[config.mk]
export PLATFORM = sky130hd
export DESIGN_NAME = sdram_request_arbiter
export DESIGN_NICKNAME = d
export VERILOG_FILES = /design/src/rtl/sdram_request_arbiter.sv
export SDC_FILE = /design/constraint.sdc
export NUM_CORES = 1
export LEC_CHECK = 0
export ABC_AREA = 1
export CORE_ASPECT_RATIO = 0.5
export CORE_UTILIZATION = 43
export CTS_CLUSTER_SIZE = 30
export DETAILED_ROUTE_END_ITERATION = 6
export PLACE_DENSITY_LB_ADDON = 0.1
export SYNTH_ARGS = -nofsm -noshare
export SYNTH_HDL_FRONTEND = slang
export SYNTH_SLANG_ARGS = --single-unit
[constraint.sdc]
create_clock -name max10Board_SDRAM_Clock -period 3.41 [get_ports max10Board_SDRAM_Clock]
set_clock_uncertainty 0.2 [all_clocks]
set_input_delay 0.682 -clock max10Board_SDRAM_Clock [delete_from_list [all_inputs] [get_ports max10Board_SDRAM_Clock]]
set_output_delay 0.682 -clock max10Board_SDRAM_Clock [all_outputs]
set_load 0.03 [all_outputs]
[src/rtl/sdram_request_arbiter.sv]
// sdram_request_arbiter
//   Two-port round-robin arbiter and transaction sequencer that owns the
//   command interface of a single-access SDRAM controller.
//
//   Parameters
//     GUARD_CYCLES   idle cycles after completion before the next issue (1..15)
//     TIMEOUT_CYCLES watchdog limit from issue to completion (8-bit)
//
//   Ports
//     max10Board_SDRAM_Clock  clock, rising edge
//     reset_n                 synchronous, active-low reset
//     reqN/addrN/wdataN/weN   requester N command (level request)
//     ackN                    pulse: request latched and issued
//     doneN                   pulse: transaction complete (or timed out)
//     rdataN                  read data, held until the next read by port N
//     ctrl_*                  controller command/status interface
//     timeout_err             sticky watchdog-expiry flag
//     owner                   port that owns the current/last transaction
module sdram_request_arbiter #(
    parameter int unsigned GUARD_CYCLES   = 3,
    parameter int unsigned TIMEOUT_CYCLES = 255
) (
    input  logic        max10Board_SDRAM_Clock,
    input  logic        reset_n,
    input  logic        req0,
    input  logic        req1,
    input  logic [24:0] addr0,
    input  logic [24:0] addr1,
    input  logic [15:0] wdata0,
    input  logic [15:0] wdata1,
    input  logic        we0,
    input  logic        we1,
    output logic        ack0,
    output logic        ack1,
    output logic        done0,
    output logic        done1,
    output logic [15:0] rdata0,
    output logic [15:0] rdata1,
    output logic [24:0] ctrl_address,
    output logic [15:0] ctrl_inputData,
    output logic        ctrl_isWriting,
    output logic        ctrl_inputValid,
    input  logic        ctrl_isBusy,
    input  logic        ctrl_outputValid,
    input  logic [15:0] ctrl_outputData,
    output logic        timeout_err,
    output logic        owner
);

    typedef enum logic [1:0] {
        S_IDLE,
        S_WAIT_ACCEPT,
        S_WAIT_DONE,
        S_GUARD
    } state_t;

    state_t      r_state;
    logic        r_last;
    logic [7:0]  r_wd;
    logic [3:0]  r_guard;
    logic        r_ack0, r_ack1, r_done0, r_done1;
    logic [15:0] r_rdata0, r_rdata1;
    logic [24:0] r_address;
    logic [15:0] r_inputData;
    logic        r_isWriting, r_inputValid, r_timeout, r_owner;

    logic w_grant1;
    logic w_waiting;
    logic w_finish;
    logic w_expired;

    // Port 1 wins when it is the only requester, or on a tie when port 0
    // was served last.
    assign w_grant1  = req1 && (!req0 || !r_last);
    assign w_waiting = (r_state == S_WAIT_ACCEPT) || (r_state == S_WAIT_DONE);
    assign w_finish  = (r_state == S_WAIT_DONE) &&
                       (r_isWriting ? !ctrl_isBusy : ctrl_outputValid);
    assign w_expired = w_waiting && !w_finish && (r_wd == 8'(TIMEOUT_CYCLES));

    always_ff @(posedge max10Board_SDRAM_Clock) begin
        if (!reset_n) begin
            r_state      <= S_IDLE;
            r_last       <= 1'b1;
            r_wd         <= '0;
            r_guard      <= '0;
            r_ack0       <= 1'b0;
            r_ack1       <= 1'b0;
            r_done0      <= 1'b0;
            r_done1      <= 1'b0;
            r_rdata0     <= '0;
            r_rdata1     <= '0;
            r_address    <= '0;
            r_inputData  <= '0;
            r_isWriting  <= 1'b0;
            r_inputValid <= 1'b0;
            r_timeout    <= 1'b0;
            r_owner      <= 1'b0;
        end else begin
            r_ack0       <= 1'b0;
            r_ack1       <= 1'b0;
            r_done0      <= 1'b0;
            r_done1      <= 1'b0;
            r_inputValid <= 1'b0;

            // Watchdog clears during the start-pulse cycle and counts every
            // cycle after it, so expiry lands TIMEOUT_CYCLES + 2 after ack.
            if (w_waiting) begin
                if (r_inputValid) r_wd <= '0;
                else              r_wd <= r_wd + 8'd1;
            end

            case (r_state)
                S_IDLE: begin
                    if (!ctrl_isBusy && (req0 || req1)) begin
                        r_owner      <= w_grant1;
                        r_address    <= w_grant1 ? addr1  : addr0;
                        r_inputData  <= w_grant1 ? wdata1 : wdata0;
                        r_isWriting  <= w_grant1 ? we1    : we0;
                        r_ack0       <= !w_grant1;
                        r_ack1       <= w_grant1;
                        r_inputValid <= 1'b1;
                        r_wd         <= '0;
                        r_state      <= S_WAIT_ACCEPT;
                    end
                end
                S_WAIT_ACCEPT: begin
                    if (ctrl_isBusy) r_state <= S_WAIT_DONE;
                end
                S_WAIT_DONE: ;
                S_GUARD: begin
                    if (r_guard == 4'd0) r_state <= S_IDLE;
                    else                 r_guard <= r_guard - 4'd1;
                end
                default: r_state <= S_IDLE;
            endcase

            // Completion and watchdog expiry share the hand-off to GUARD;
            // only a real read completion updates rdata.
            if (w_finish || w_expired) begin
                r_done0 <= !r_owner;
                r_done1 <= r_owner;
                r_last  <= r_owner;
                r_guard <= 4'(GUARD_CYCLES - 1);
                r_state <= S_GUARD;
                if (w_expired) r_timeout <= 1'b1;
                if (w_finish && !r_isWriting) begin
                    if (r_owner) r_rdata1 <= ctrl_outputData;
                    else         r_rdata0 <= ctrl_outputData;
                end
            end
        end
    end

    assign ack0            = r_ack0;
    assign ack1            = r_ack1;
    assign done0           = r_done0;
    assign done1           = r_done1;
    assign rdata0          = r_rdata0;
    assign rdata1          = r_rdata1;
    assign ctrl_address    = r_address;
    assign ctrl_inputData  = r_inputData;
    assign ctrl_isWriting  = r_isWriting;
    assign ctrl_inputValid = r_inputValid;
    assign timeout_err     = r_timeout;
    assign owner           = r_owner;

endmodule
==> results.cfg <==
[timing]
maxSlewHeadroom = 0.688
min_period_over_period = 0.700
finalWorstPathRequiredPeriod_ns = 2.39
worst_pin_slew_ns = 0.468
setup_viol_count_final = 0
whs_ns = 0.250
fin_tns_setup_ns = 0
max_freq_mhz = 419
slew_violations = 0
hold_violations = 0
setup_slack_ns = 1.02
rsz0062_at_grt = no

[synth]
synth.net_count = 615
synth_top_area_share = 0.505
ys.warnings.count = 0
synth_seq_cells = 96
netlist-cell-type-count = 29
synthCells = 504
avgSynthCellArea_um2 = 7.54
yosys.area.top_type = dfxtp_1
synth_area_um2 = 3800
synth_area_leaders = dfxtp_1, nand2_1, nor2_1, nand3_1, o21ai_0
ys_seq_area_frac = 0.505

[global_routing]
grt_pass1_vias = 3532
antenna_found_initial = 0
globalRouteOverflowTotal = 0
grt_use_total = 0.241
grt_max_degree = 34
grt_pass1_wl_mm = 17.0

[clock_tree]
clockBufferDepth = 2
postCtsSetupRepairBufs = 0
numCtsBuffers = 9
cts_root_buffer = clkbuf_16
cts_tree = built
post_cts_resized = 0
clk_latency_ns = 0.34
clk_pin_slew_ns = 0.07
cts_hold_buf = 0
cts.sinks = 96
htree_levels = 3

[detailed_routing]
wl_per_cell_um = 13.6
drtIter0Drc = 205
drc = 0
drtPass1Iterations = 4
postRouteAntennaNets = 0
avgViaCountPerCell = 4.88
vias = 3919
drt-total-wl_mm = 10.9

[layout]
final_area_um2 = 6070
nNetsFinal = 797
area_growth_syn_to_layout_pct = 59.6
antennaDiodeCount = 0
final_cells = 803
fillers = 661
drive_above_1_share = 0.0507
utilization = 0.732

[setup_path]
worstSetupPathType = flip-flop to primary output
path_buf_inv = 1
r2r_slack_ns = 1.32
crit_chain = clkdlybuf4s50_1
cp_slowest_stage_delay_ns = 0.72
crit_arrival_ns = 1.51
startpoint_type = flip-flop
critPathRequiredTime_ns = 2.53
cp_max_fo = 5
cp_top_family = buffers and inverters
crit_path_end_kind = primary output
crit_path_top_delay_cell = clkdlybuf4s50_1

[flow_run]
cap_viol_max_count = 0

[power]
finalPower_mw = 3.03
p_leak_nw = 2.42
powerDensity_nw_per_um2 = 499
vdd_drop_max_mv = 0.292

[floorplan]
initial_core_util = 0.459
rows = 23
core_area_um2 = 8290
die_w_um = 135
die-area_um2 = 9250
die_y_um = 68.5
io_pins = 187

[place]
port_buffers = 186
gp_congestion = 0.838
pre_cts_slack_ns = 0.719
dp_hpwl_mm = 8.04
dp_cells = 787
place_area_um2 = 5740

[worst_hold_path]
hp-class = flip-flop to flip-flop

[status]
outcome = finished clean
==> where the power goes <==
part / internal (mW) / switching (mW) / total (mW)
Clock: 0.650 / 0.438 / 1.09
Combinational: 0.304 / 0.380 / 0.684
Sequential: 1.21 / 0.0486 / 1.26
==> logic make-up after synthesis <==
family,synth area share
flip-flops,0.505
AND/OR/NAND/NOR,0.320
adder cells (fa/ha/maj),0.0165
XOR/XNOR,0.00230
buffers and inverters,0.0582
AO/OA/AOI/OAI,0.0981
==> metal layers <==
metal,vias to the layer above,track usage,wire length [um]
li1,2012,-,-
met1,1760,0.289,4630
met2,134,0.398,5070
met3,13,0.103,1070
met4,0,0.0772,169
met5,-,0,0
==> final timing paths <==
path | start | end | cells past startpoint
max | ctrl_isWriting | ctrl_isWriting | 1
min | r_guard[3] | r_guard[3] | 2
max reg2reg | r_state[0] | rdata0[4] | 9
min reg2reg | r_guard[3] | r_guard[3] | 2
==> sequential cells by signal, summed over array words and instances, names as in the netlist <==
register and cells:
ctrl_address 25, ctrl_inputData 16, rdata0 16, rdata1 16, r_wd 8, r_guard 4
r_state 2, ack0 1, ack1 1, ctrl_inputValid 1, ctrl_isWriting 1, done0 1
done1 1, owner 1, r_last 1, timeout_err 1
==> cell usage after synthesis <==
cell and instances:
inv_1 21, nor2_1 52, o211ai_1 2, clkbuf_1 2, o21ai_0 30, nand2_2 2
a31oi_1 9, nor3_4 1, buf_2 12, dfxtp_1 96, xnor2_1 1, buf_1 5
nand3_1 38, or2_2 1, nand3_2 1, nand2_1 163, nand4_1 19, nor2_4 1
a211oi_1 1, a21oi_1 27, ha_1 5, nor3_1 3, clkinv_1 2, o21ai_2 1
buf_4 2, nor2_8 1, nor3b_1 1, inv_2 3, buf_6 2
==> area by class of cell <==
| type | instances | area [um^2] | share of cell area |
|---|---|---|---|
| sequential | 96 | 1920 | 0.317 |
| clock buffer | 9 | 225 | 0.0371 |
| timing repair buffer | 194 | 1920 | 0.317 |
| clock inverter | 7 | 103 | 0.0169 |
| multi-input combinational | 359 | 1660 | 0.273 |
| inverter | 26 | 97.6 | 0.0161 |
| tap | 112 | 140 | 0.0231 |
==> cell usage in the layout (no fill, tap or decap), types with 8 or more instances in the layout <==
cell type,instances
o21ai_0,30
a31oi_1,9
clkbuf_16,9
nand2_1,163
nor2_1,52
nand4_1,19
buf_4,8
a21oi_1,27
nand3_1,38
dfxtp_1,96
inv_1,21
clkdlybuf4s50_1,186
(Power assumes the default switching activity.)
